`src/rtl/uart_pkg.sv`:
```
// Shared types and constants for the UART transmit path.
// Frame length depends on the UART_TX_PARITY_EN build macro (see uart_tx_completa).
package uart_pkg;

  localparam int DATA_W           = 8;
  localparam int FRAME_BITS_PAR   = 11;
  localparam int FRAME_BITS_NOPAR = 10;

  typedef enum logic [2:0] {
    IDLE   = 3'd0,
    START  = 3'd1,
    DATA   = 3'd2,
    PARITY = 3'd3,
    STOP   = 3'd4
  } tx_state_t;

  function automatic logic even_parity(input logic [DATA_W-1:0] v);
    return ^v;
  endfunction

endpackage

```
`src/rtl/baud_counter_tx.sv`:
```
// Bit-period counter for the UART transmitter.
// It is held at zero while disabled and pulses tick on its terminal count.
module baud_counter_tx #(
  parameter int CLKS_PER_BIT = 5208
) (
  input  logic clk,
  input  logic reset,
  input  logic enable,
  output logic tick
);

  localparam int CNT_W = (CLKS_PER_BIT > 1) ? $clog2(CLKS_PER_BIT) : 1;
  localparam logic [CNT_W-1:0] LAST = CNT_W'(CLKS_PER_BIT - 1);

  logic [CNT_W-1:0] cnt_r;
  logic             tick_s;

  // Terminal count is only meaningful while the transmitter is active.
  always_comb begin
    tick_s = 1'b0;
    if (enable && (cnt_r == LAST)) begin
      tick_s = 1'b1;
    end else begin
      tick_s = 1'b0;
    end
  end

  // Counter state: cleared when disabled, wraps on terminal count.
  always_ff @(posedge clk) begin
    if (reset) begin
      cnt_r <= {CNT_W{1'b0}};
    end else if (!enable) begin
      cnt_r <= {CNT_W{1'b0}};
    end else if (tick_s) begin
      cnt_r <= {CNT_W{1'b0}};
    end else begin
      cnt_r <= cnt_r + {{(CNT_W-1){1'b0}}, 1'b1};
    end
  end

  assign tick = tick_s;

endmodule

```
`src/rtl/uart_tx_completa.sv`:
```
// UART transmitter: start, 8 data bits LSB first, optional even parity, stop.
// Define UART_TX_PARITY_EN for the 11-bit frame; leave it undefined for 10-bit frames.
module uart_tx_completa
  import uart_pkg::*;
#(
  parameter int CLKS_PER_BIT = 5208
) (
  input  logic              clk,
  input  logic              reset,
  input  logic              start,
  input  logic [DATA_W-1:0] d,
  output logic              tx,
  output logic              busy,
  output logic              done
);

  tx_state_t         state_r;
  tx_state_t         state_nx_s;
  logic [2:0]        bit_idx_r;
  logic [2:0]        bit_idx_nx_s;
  logic [DATA_W-1:0] data_r;
  logic              tx_r;
  logic              tx_nx_s;
  logic              busy_r;
  logic              done_r;
  logic              tick_s;
  logic              baud_en_s;
`ifdef UART_TX_PARITY_EN
  logic              par_r;
`endif

  assign baud_en_s = (state_r != IDLE);

  baud_counter_tx #(
    .CLKS_PER_BIT(CLKS_PER_BIT)
  ) u_baud (
    .clk   (clk),
    .reset (reset),
    .enable(baud_en_s),
    .tick  (tick_s)
  );

  // Next-state and bit-index logic; every bit period ends on a baud tick.
  always_comb begin
    state_nx_s   = state_r;
    bit_idx_nx_s = bit_idx_r;
    case (state_r)
      IDLE: begin
        if (start) begin
          state_nx_s = START;
        end else begin
          state_nx_s = IDLE;
        end
      end
      START: begin
        if (tick_s) begin
          state_nx_s   = DATA;
          bit_idx_nx_s = 3'd0;
        end else begin
          state_nx_s = START;
        end
      end
      DATA: begin
        if (tick_s && (bit_idx_r == 3'd7)) begin
`ifdef UART_TX_PARITY_EN
          state_nx_s = PARITY;
`else
          state_nx_s = STOP;
`endif
        end else if (tick_s) begin
          bit_idx_nx_s = bit_idx_r + 3'd1;
        end else begin
          state_nx_s = DATA;
        end
      end
`ifdef UART_TX_PARITY_EN
      PARITY: begin
        if (tick_s) begin
          state_nx_s = STOP;
        end else begin
          state_nx_s = PARITY;
        end
      end
`endif
      STOP: begin
        if (tick_s) begin
          state_nx_s = IDLE;
        end else begin
          state_nx_s = STOP;
        end
      end
      default: begin
        state_nx_s   = IDLE;
        bit_idx_nx_s = 3'd0;
      end
    endcase
  end

  // Line level for the current state; registered one cycle later into tx_r.
  always_comb begin
    tx_nx_s = 1'b1;
    case (state_r)
      IDLE:    tx_nx_s = 1'b1;
      START:   tx_nx_s = 1'b0;
      DATA:    tx_nx_s = data_r[bit_idx_r];
`ifdef UART_TX_PARITY_EN
      PARITY:  tx_nx_s = par_r;
`endif
      STOP:    tx_nx_s = 1'b1;
      default: tx_nx_s = 1'b1;
    endcase
  end

  // State, data latch and registered outputs.
  always_ff @(posedge clk) begin
    if (reset) begin
      state_r   <= IDLE;
      bit_idx_r <= 3'd0;
      data_r    <= {DATA_W{1'b0}};
`ifdef UART_TX_PARITY_EN
      par_r     <= 1'b0;
`endif
      tx_r      <= 1'b1;
      busy_r    <= 1'b0;
      done_r    <= 1'b0;
    end else begin
      state_r   <= state_nx_s;
      bit_idx_r <= bit_idx_nx_s;
      if ((state_r == IDLE) && start) begin
        data_r <= d;
`ifdef UART_TX_PARITY_EN
        par_r  <= even_parity(d);
`endif
      end
      tx_r   <= tx_nx_s;
      busy_r <= (state_r != IDLE);
      done_r <= (state_r == STOP) && tick_s;
    end
  end

  assign tx   = tx_r;
  assign busy = busy_r;
  assign done = done_r;

endmodule

```
`config.mk`:
```
export PLATFORM = sky130hd
export DESIGN_NAME = uart_tx_completa
export DESIGN_NICKNAME = d
export VERILOG_FILES = /design/src/rtl/uart_pkg.sv /design/src/rtl/baud_counter_tx.sv /design/src/rtl/uart_tx_completa.sv
export SDC_FILE = /design/constraint.sdc
export NUM_CORES = 1
export LEC_CHECK = 0
export CORE_AREA = 2 2 68 83
export CTS_BUF_LIST = sky130_fd_sc_hd__clkbuf_8
export CTS_CLUSTER_SIZE = 24
export DETAILED_ROUTE_END_ITERATION = 8
export DIE_AREA = 0 0 70 85
export SLEW_MARGIN = 5
export SYNTH_ARGS = -nofsm -noshare
export SYNTH_HDL_FRONTEND = slang
export SYNTH_SLANG_ARGS = --single-unit
```
`constraint.sdc`:
```
create_clock -name clk -period 2.4 [get_ports clk]
set_input_delay 0.48 -clock clk [delete_from_list [all_inputs] [get_ports clk]]
set_output_delay 0.48 -clock clk [all_outputs]
set_load 0.01 [all_outputs]
```
==> out/metrics.csv <==
metric,value,unit
grt_pass1_wl,4120,um
hold_violations,0,
p_leak,0.507,nW
startpoint_type,flop,
cts_root_buf,clkbuf_8,
antenna_cells,0,
drt-wirelength-per-cell,11.0,um
fin_crit_sh,88.8,%
synthCells,143,
detailed_place_hpwl,1790,um
synth_edf_count,0,
max_clock_freq,469,MHz
async_reset_ff_share,0,%
hold_buffers,0,
holdPathStages,1,
layout_common_cells,"dfxtp_1 (30), nand2_1 (22), nor2_1 (15), clkdlybuf4s50_1 (13), a21oi_1 (10)",
vias_per_cell,4.50,
utilization,30.7,%
final_common_cell,dfxtp_1,
slew_viol_final,0,
place_area,0.00150,mm^2
grt_start_max_net_pins,17,
rows,29,
finalCriticalPeriod,2.13,ns
r2r_start,u_baud.cnt_r[9],
rr_worst_depth,4,
ios,14,
syn_area_per_cell,9.09,um^2
syn_area,0.00130,mm^2
gr-total-overflow,0,
core_area,0.00515,mm^2
worstPathRequired,2.60,ns
die_y,85,um
arrival,2.33,ns
setup_viol,0,
crit_type,flop to flop,
status,finished clean,
synth-seq-cells,30,
drt_iter0_markers,31,
rrSetupSlack,0.27,ns
maxCapViolations,0,
clk_latency,0.28,ns
finalInstanceArea,0.00158,mm^2
hold_path_end,u_baud.cnt_r[0],
cp_max_fo,8,
area_growth,21.7,%
cts_setup_buffers,0,
ir_drop,0.169,mV
yosys_most_used_dff,dfxtp_1,
drc,0,
power,0.000965,W
hold_path_class,flop to flop,
dieArea,0.00595,mm^2
clk_pin_slew_worst_paths,0.06,ns
antenna_left,0,
htree_levels,2,
dp_worst_setup_slack,0.282,ns
worst_slack,0.270,ns
antenna_found_initial,0,
synth.distinct_cells,32,
seq_area_frac_synth,46.2,%
grt_pass1_vias,1009,
grt.total_usage,8.88,%
ys_warn_count,0,
powerDensity,610,mW/mm^2
grt_setup_unrepaired,no,
nNetsFinal,173,
clockBufferDepth,2,
slew-limit-headroom,73.4,%
end_kind,flop,
tightest_slew,0.393,ns
drive_gt1_share,9.49,%
cts_buffers,5,
place_congestion,0.777,
io_buffer_count,13,
num_vias,991,
cts.sinks,30,
r2r-end,state_r[2],
drt_wl_total,2410,um
synth_nets,157,
dr.pass1.iters,4,
skew,0.00466,ns
post_cts_resized,0,
dieWidth,70,um
cts_tree,yes,
finalSetupTns,0,ns
start_util,25.2,%
hp-start,u_baud.cnt_r[0],
-- critical path, cell delays in order (launching register included) --
cell and delay (ns):
dfxtp_1 0.33, or4b_4 0.55, or3_1 0.51, or4_4 0.45
a211oi_2 0.21
-- registers in the layout, indices dropped and copies added (netlist names) --
register / count
u_baud.cnt_r: 13
state_r: 3
data_r: 8
done: 1
bit_idx_r: 3
tx: 1
busy: 1
-- how the worst max path moves through the flow --
stage,depth (start not counted),slack (ns),startpoint,end
floorplan,5,0.36,u_baud.cnt_r[9],state_r[2]
global placement,4,0.32,u_baud.cnt_r[9],state_r[2]
detailed placement,4,0.28,u_baud.cnt_r[9],state_r[2]
CTS,4,0.27,u_baud.cnt_r[9],state_r[2]
global route,4,0.20,u_baud.cnt_r[9],bit_idx_r[0]
finish,4,0.27,u_baud.cnt_r[9],state_r[2]
-- synthesized netlist by cell type, types with 3 or more instances --
| master | instances | area share, % |
|---|---|---|
| clkbuf_1 | 5 | 1.4 |
| a22o_1 | 3 | 2.0 |
| a21oi_1 | 10 | 3.9 |
| dfxtp_1 | 30 | 46 |
| nand2_1 | 22 | 6.4 |
| nor4_1 | 5 | 2.4 |
| nor3_1 | 8 | 3.1 |
| nor2_1 | 15 | 4.3 |
| inv_1 | 4 | 1.2 |
| xnor2_1 | 9 | 6.1 |
| ha_1 | 3 | 2.9 |
| nand3_1 | 5 | 1.9 |
-- through the flow --
| step | std cells | hold slack [ns] |
|---|---|---|
| floorplan | 143 | 0.418 |
| global placement | 214 | 0.434 |
| detailed placement | 214 | 0.437 |
| CTS | 220 | 0.451 |
| global route | 220 | 0.469 |
| finish | 220 | 0.444 |
-- report_power, final --
part	leakage (nW)	total, W	switching [W]	internal [W]
registers	0.244	0.000518	0.00000723	0.000510
clock network	0.0431	0.000387	0.000166	0.000220
logic	0.220	0.0000613	0.0000279	0.0000334
-- cells by family after synthesis --
kind of cell | Yosys count | share of synthesized area (%)
flip-flops | 30 | 46.2
multiplexers | 5 | 5.87
XOR/XNOR | 11 | 7.41
buffers and inverters | 10 | 2.98
AO/OA/AOI/OAI | 16 | 8.09
AND/OR/NAND/NOR | 68 | 26.6
adder cells (fa/ha/maj) | 3 | 2.89
-- per-layer routing --
| metal | GRT usage [%] | vias to the layer above | share of wire [%] | wire [um] |
|---|---|---|---|---|
| met3 | 3.92 | 5 | 4.0 | 96 |
| li1 | - | 530 | - | - |
| met1 | 8.71 | 446 | 44 | 1070 |
| met5 | 0 | - | 0 | 0 |
| met2 | 15.9 | 10 | 50 | 1220 |
| met4 | 4.20 | 0 | 1.4 | 33 |
-- final cells by class --
| type | count | area [um^2] |
|---|---|---|
| multi-input combinational | 103 | 661 |
| sequential | 30 | 601 |
| tap | 62 | 77.6 |
| clock buffer | 6 | 82.6 |
| inverter | 4 | 15.0 |
| timing repair buffer | 15 | 145 |
| fill | 548 | 3570 |
Power figures use the tool's default switching activity.
